[src/rtl/systolic_feed_ctrl.sv]
// systolic_feed_ctrl
// Walks the instruction list and, for each instruction, streams pre-skewed
// operand columns from memA/memB into the 4x4 PE array. It then captures the
// results into output memory, clears the accumulators and moves to the next
// instruction. A one-cycle ap_done pulse marks the end of the list.

module systolic_feed_ctrl #(
   parameter int N_INSTR  = 8,
   parameter int PIPE_LAT = 2,
   parameter int COL_W    = 8
) (
   input  logic             clk,
   input  logic             rst,
   input  logic             ap_start,
   output logic             ap_done,
   output logic [4:0]       currInstruction,
   output logic [2:0]       addrI_rd,
   input  logic [4:0]       instI,
   output logic [COL_W-1:0] col_addr,
   output logic             col_rd,
   input  logic [63:0]      memA_q,
   input  logic [63:0]      memB_q,
   output logic [63:0]      arr_a,
   output logic [63:0]      arr_b,
   output logic             arr_valid,
   output logic             arr_clear,
   output logic             cap_en,
   output logic [6:0]       cap_base,
   output logic             overrun
);

   // The index must be able to reach N_INSTR itself, because that value
   // signals that the list ran to its full depth without a terminator.
   localparam int IDX_W = $clog2(N_INSTR + 1);
   localparam logic [IDX_W-1:0] LAST_IDX = IDX_W'(N_INSTR);

   // The flush counter counts down from PIPE_LAT-1 to 0.
   localparam int FL_W = (PIPE_LAT > 1) ? $clog2(PIPE_LAT) : 1;
   localparam logic [FL_W-1:0] FLUSH_LAST = FL_W'(PIPE_LAT - 1);

   typedef enum logic [2:0] {
      IDLE,
      FETCH,
      FWAIT,
      STREAM,
      FLUSH,
      CAPTURE,
      CLEAR,
      DONE
   } state_t;

   state_t           state;
   logic [IDX_W-1:0] index;
   logic [IDX_W-1:0] nextIndex;
   logic [COL_W-1:0] ptr;
   logic [5:0]       colsLeft;
   logic [FL_W-1:0]  flushCnt;
   logic             rdPipe;

   // addrI_rd and col_addr are taken straight from registers, so they are
   // glitch-free. Only the low three index bits address the 8-deep
   // instruction memory.
   assign addrI_rd  = index[2:0];
   assign col_addr  = ptr;
   assign nextIndex = index + 1'b1;

   // Main sequencer. The single-cycle pulses (ap_done, cap_en, arr_clear)
   // and cap_base default low and are raised only on the transition into the
   // state that owns them. Each pulse is therefore aligned with that state.
   // The column pointer runs freely across instructions. It is zeroed only
   // when a new run is accepted, so consecutive matrices in memory are read
   // back to back.
   always_ff @(posedge clk or posedge rst) begin
      if (rst) begin
         state           <= IDLE;
         index           <= '0;
         ptr             <= '0;
         colsLeft        <= '0;
         flushCnt        <= '0;
         currInstruction <= '0;
         col_rd          <= 1'b0;
         cap_en          <= 1'b0;
         cap_base        <= '0;
         arr_clear       <= 1'b0;
         ap_done         <= 1'b0;
         overrun         <= 1'b0;
      end else begin
         cap_en    <= 1'b0;
         cap_base  <= '0;
         arr_clear <= 1'b0;
         ap_done   <= 1'b0;
         unique case (state)
            IDLE: begin
               if (ap_start) begin
                  state   <= FETCH;
                  index   <= '0;
                  ptr     <= '0;
                  overrun <= 1'b0;
               end
            end
            FETCH: begin
               state <= FWAIT;
            end
            FWAIT: begin
               if (instI == 5'd0) begin
                  state   <= DONE;
                  ap_done <= 1'b1;
               end else begin
                  currInstruction <= instI;
                  colsLeft        <= {1'b0, instI} + ((index == '0) ? 6'd5 : 6'd6);
                  col_rd          <= 1'b1;
                  state           <= STREAM;
               end
            end
            STREAM: begin
               ptr <= ptr + 1'b1;
               if (ptr == '1) begin
                  overrun <= 1'b1;
               end
               if (colsLeft == '0) begin
                  col_rd   <= 1'b0;
                  flushCnt <= FLUSH_LAST;
                  state    <= FLUSH;
               end else begin
                  colsLeft <= colsLeft - 1'b1;
               end
            end
            FLUSH: begin
               if (flushCnt == '0) begin
                  state    <= CAPTURE;
                  cap_en   <= 1'b1;
                  cap_base <= {index[2:0], 4'b0000};
               end else begin
                  flushCnt <= flushCnt - 1'b1;
               end
            end
            CAPTURE: begin
               state     <= CLEAR;
               arr_clear <= 1'b1;
            end
            CLEAR: begin
               index <= nextIndex;
               if (nextIndex == LAST_IDX) begin
                  state   <= DONE;
                  ap_done <= 1'b1;
               end else begin
                  state <= FETCH;
               end
            end
            DONE: begin
               state <= IDLE;
            end
            default: begin
               state <= IDLE;
            end
         endcase
      end
   end

   // Operand path. The read strobe is delayed by one cycle to line up with
   // the memory output, then the lanes are registered into the array.
   // Lanes are forced to zero whenever no real column is present, so the
   // array never sees stale memory data.
   always_ff @(posedge clk or posedge rst) begin
      if (rst) begin
         rdPipe    <= 1'b0;
         arr_valid <= 1'b0;
         arr_a     <= '0;
         arr_b     <= '0;
      end else begin
         rdPipe    <= col_rd;
         arr_valid <= rdPipe;
         arr_a     <= rdPipe ? memA_q : '0;
         arr_b     <= rdPipe ? memB_q : '0;
      end
   end

endmodule

[config.mk]
export PLATFORM = sky130hd
export DESIGN_NAME = systolic_feed_ctrl
export DESIGN_NICKNAME = d
export VERILOG_FILES = /design/src/rtl/systolic_feed_ctrl.sv
export SDC_FILE = /design/constraint.sdc
export NUM_CORES = 1
export LEC_CHECK = 0
export ABC_AREA = 1
export CAP_MARGIN = 20
export CORE_AREA = 10 10 130 132
export CTS_CLUSTER_SIZE = 16
export DETAILED_ROUTE_END_ITERATION = 12
export DIE_AREA = 0 0 140 142
export PLACE_DENSITY = 0.92
export SLEW_MARGIN = 40
export SYNTH_ARGS = -nofsm -noshare
export SYNTH_HDL_FRONTEND = slang
export SYNTH_SLANG_ARGS = --single-unit
[constraint.sdc]
create_clock -name clk -period 16.31 [get_ports clk]
set_clock_uncertainty 0.05 [all_clocks]
set_input_delay 2.4465 -clock clk [delete_from_list [all_inputs] [get_ports clk]]
set_output_delay 2.4465 -clock clk [all_outputs]
set_load 0.01 [all_outputs]
After elaboration in Yosys (flattened, before gate mapping)

Index checks and enable logic that the tools add are counted.

Input bits: 136
Register bits: 169
Word-level logic and storage cells: 86

Reductions and logical operators: 16
Add/subtract/negate cells: 5
Bitwise logic cells: 1
Equal/unequal tests: 15
Multiplexer cells: 33

Operators by type and width:

| operator            | number |
|---|---|
| $mux 64             | 2 |
| $pmux 3 s8          | 1 |
| $pmux 8 s2          | 1 |
| $mux 3              | 5 |
| $mux 7              | 2 |
| $eq 3x3->1 const B  | 4 |
| $mux 6              | 2 |
| $ne 2x2->1 const B  | 6 |
| $pmux 6 s2          | 1 |
| $reduce_and 3->1    | 4 |
| $mux 1              | 11 |
| $add 8x1->8 const B | 1 |
| $eq 8x8->1 const B  | 1 |
| $mux 8              | 1 |
| $pmux 1 s2          | 4 |
| $pmux 4 s2          | 1 |
| $reduce_and 2->1    | 4 |
| $reduce_bool 2->1   | 4 |
| $add 5x3->6         | 1 |
| $eq 3x2->1 const B  | 2 |
| $logic_not 6->1     | 1 |
| $sub 6x1->6 const B | 1 |
| $logic_not 5->1     | 1 |
| $add 4x1->4 const B | 1 |
| 8 further kinds     | 8 |

Depth between registers and ports, before layout

Depth in word-level cells: 5
Gate-level depth with buffers: 13
Depth with buffers taken out: 13

Least setup slack after synthesis

OpenSTA, ideal clock, no wires.

Path kind: input-to-reg
From: in instI[0]
To: reg colsLeft[4]
Data arrival time: 3617 ps
Path slack: 12526 ps
Data required time: 16144 ps
Stages: 9
Cells stage by stage: ha_1 -> fa_1 -> or2_2 -> nand2_1 -> nand2_1 -> nand2_1 -> o21ai_1 -> nand2_1 -> nand2_1

Longest elaborated chain between the ends: 3
Elaborated cells on any way between the ends: 6
Those cells by class: add/sub (1); eq/ne (1); mux (2); reduce/logical (2)

Ends and longest elaborated chain:

| item                                                  | line     | text |
|---|---|---|
| from (decl)                                           | 18       | `input logic [4:0] instI,` |
| $add 5x3->6 / $logic_not 5->1 (equally long branches) | 110, 105 |  |
| $mux 6 / $ne 2x2->1 (equally long branches)           | n/a      |  |
| $pmux 6 s2 / $reduce_and 3->1 (equally long branches) | n/a      |  |
| to (signal assigned)                                  | 110      | `colsLeft <= {1'b0, instI} + ((index == '0) ? 6'd5 : 6'd6);` |
| to (signal assigned)                                  | 125      | `colsLeft <= colsLeft - 1'b1;` |
| to (decl)                                             | 56       | `logic [5:0] colsLeft;` |

Several ways; a longest one is shown, not always the timed one. The select of a mux whose other input is x is not followed.
A chain may end at the register's enable or synchronous reset.

Worst setup path in the final report

From: reg index[0]
To: out addrI_rd[0]

RTL lines:

| item                   | line | text |
|---|---|---|
| from (decl)            | 53   | `logic [IDX_W-1:0] index;` |
| from (signal assigned) | 142  | `index <= nextIndex;` |
| to (decl)              | 17   | `output logic [2:0] addrI_rd,` |

No word-level cell between the ends.

==> results.txt <==
DRT antenna net count -> 0
Synthesis-stage register bit count -> 165
Worst setup margin -> 12.31 ns
Fmax -> 250.2 MHz
Final cell count without fillers -> 1128
Crit-path cells -> clkdlybuf4s50_1
LEAKAGE -> 5.129 nW
Root Buffer -> clkbuf_16
Crit end category -> output pin
Number of CTS-inserted buffers -> 17
Fin. max-slew vios -> 0
Hold crit path type -> flip-flop to flip-flop
Endpoints failing setup -> 0
Worst Tran Pin Value -> 0.7235 ns
Flop pwr share -> 38.2%
Final wirelength -> 20.69 mm
Cts repair resizes -> 0
Commonest non-fill, non-tap cell in the layout -> clkdlybuf4s50_1
Die W -> 140 um
Gate Count Post-Synth -> 641
Max Used Layer -> met4
Global Route Usage Sum -> 20.09%
I/O Pins -> 293
Metal2 WL -> 11.27 mm
Multi-input combinational cell area -> 1326 um2
Min Tclk post-route -> 3.996 ns
Fin. Hold Viols -> 0
Vias in the first global route -> 5267
PD cells -> 157.6 nW/um2
P_int -> 1.031 mW
Vias per cell -> 4.518
DIE AREA -> 19880 um2
Yosys warnings -> 0
First-pass GRT wire length -> 30.61 mm
Port buffer count -> 288
Average size of a mapped cell -> 9.670 um2
DRC -> 0
Area added between synthesis and finish -> 58.46%
VDD IR-drop max -> 0.09503 mV
Drt first-iter violations -> 334
Die Span Y -> 142 um
WL met3 -> 1.518 mm
Sequential element share of the synthesized area -> 66.61%
Psw -> 516.8 uW
Routed met1 length -> 7.242 mm
Placed Cells -> 1093
Clock power frac -> 26.2%
Global route total overflow -> 0
WP buf/inv -> 1
Distinct cells, synth -> 31
Mapped cell area -> 6198 um2
Starting Density -> 43.30%
RSZ-0062 raised after global routing -> false
Status -> finished clean
Routed WL per cell -> 18.34 um
Critical-path top delay cell -> clkdlybuf4s50_1
Fin Setup TNS -> 0 ns
Detailed Routing Iterations Pass 1 -> 4
Worst-Skew Late Latency -> 0.42 ns
# H-tree levels -> 4
Initial antenna violation count -> 5
HPWL after detailed placement -> 15.92 mm
Highest-count cells in the layout ignoring fill and taps -> clkdlybuf4s50_1, nand2_1, dfrtp_1
Final-stage net count -> 1073
Pre-CTS setup slack -> 11.97 ns
Clock sink count -> 165
WP data arrival -> 1.50 ns
CP max stage delay -> 0.60 ns
Sw frac -> 33.39%
Rel. slew slack -> 51.76%
Worst path required time -> 13.81 ns
Max FO, Critical Path -> 8
Worst-path clk slew -> 0.06 ns
Fin util -> 68.62%
Reg area -> 4133 um2
Hold Buf Count CTS -> 0
Number of fill cells -> 980
Post-CTS Setup Bufs -> 0
Combinational share of power -> 35.6%
Vias after detailed routing -> 5096
Global placement routability congestion -> 0.8427
Largest net degree at the start of global routing -> 85
Clock buffer depth -> 2
Overall Power -> 1.548 mW
Max-cap violations -> 0
CTS tree -> done
Share of layout cells above drive strength 1 -> 4.686%
WS Path Type -> flip-flop to output pin
Core area -> 14310 um2
Rows -> 44
Cell family with most CP delay -> buffers and inverters
Fin crit share -> 24.50%
CP Launch Type -> flip-flop
==> cells in the mapped netlist (all sizes together) <==
| master | number | area, um2 |
|---|---|---|
| nor2 | 22 | 85.09 |
| clkinv | 1 | 8.760 |
| a21oi | 6 | 33.78 |
| xor2 | 1 | 8.760 |
| nand4 | 9 | 56.30 |
| ha | 8 | 100.1 |
| o22ai | 3 | 18.77 |
| buf | 12 | 88.83 |
| o21ai | 20 | 103.9 |
| o2111ai | 1 | 8.760 |
| fa | 1 | 20.02 |
| nor3 | 4 | 20.02 |
| conb | 1 | 3.750 |
| nand3 | 25 | 137.6 |
| inv | 162 | 608.1 |
| nand2 | 185 | 704.4 |
| or2 | 1 | 6.260 |
| o21bai | 1 | 7.510 |
| dfrtp | 165 | 4129 |
| clkbuf | 13 | 48.80 |
==> per-stage QoR <==
step / area (um2) / hold WS (ns)
6_report: 9822 / 0.3684
5_1_grt: 9822 / 0.3984
4_1_cts: 9807 / 0.3722
3_5_place_dp: 9213 / 0.3535
3_3_place_gp: 9209 / 0.3541
2_1_floorplan: 6210 / 0.3204
==> path summary, 6_finish.rpt <==
check / from / endpoint / slack (ns) / cells after the start
setup / recovery: index[0]$_DFFE_PP0P_ / addrI_rd[0] / 12.31 / 1
hold / removal: col_rd$_DFFE_PP0P_ / rdPipe$_DFF_PP0_ / 0.37 / 0
setup reg to reg: index[0]$_DFFE_PP0P_ / colsLeft[4]$_DFFE_PP0P_ / 13.81 / 13
hold reg to reg: col_rd$_DFFE_PP0P_ / rdPipe$_DFF_PP0_ / 0.37 / 0
max in group asynchronous: rst / arr_b[2]$_DFF_PP0_ / 12.57 / 3
min in group asynchronous: rst / arr_a[40]$_DFF_PP0_ / 2.47 / 2
==> power groups by stage <==
stage                     clock [mW]  combinational [mW]  sequential [mW]
after detailed placement           0               0.554            0.597
after global placement             0               0.532            0.589
final                          0.405               0.551            0.591
after global routing           0.431               0.609            0.603
after CTS                      0.412               0.558            0.592
after floorplan                    0               0.224            0.622
==> kinds of logic after synthesis <==
kind of cell / synth area share (%)
flops: 66.61
fa+ha+maj: 1.938
simple gates: 16.29
buf+inv: 12.17
other cells: 0.06050
compound gates: 2.786
xor+xnor: 0.1413
==> registers in the layout, summed over array words and instances (netlist names), 3 cells and up <==
name,cells
index,4
currInstruction,5
cap_base,3
arr_b,64
state,3
arr_a,64
colsLeft,6
col_addr,8
==> routing by layer <==
| metal | GRT usage, % | up-vias |
|---|---|---|
| met5 | 0 | - |
| met4 | 8.750 | 0 |
| met3 | 6.242 | 34 |
| met2 | 37.00 | 216 |
| met1 | 20.52 | 2418 |
| li1 | - | 2428 |
==> cell type report <==
| cell class | count | area share [%] |
|---|---|---|
| clock inverters | 12 | 1.580 |
| flip-flops and latches | 165 | 42.08 |
| clock buffers | 18 | 4.471 |
| well taps | 184 | 2.344 |
| repair buffers | 290 | 29.57 |
| diodes | 5 | 0.1274 |
| inverters | 163 | 6.331 |
| multi-input cells | 291 | 13.50 |
Note: power is estimated with default switching activity, not from simulation.
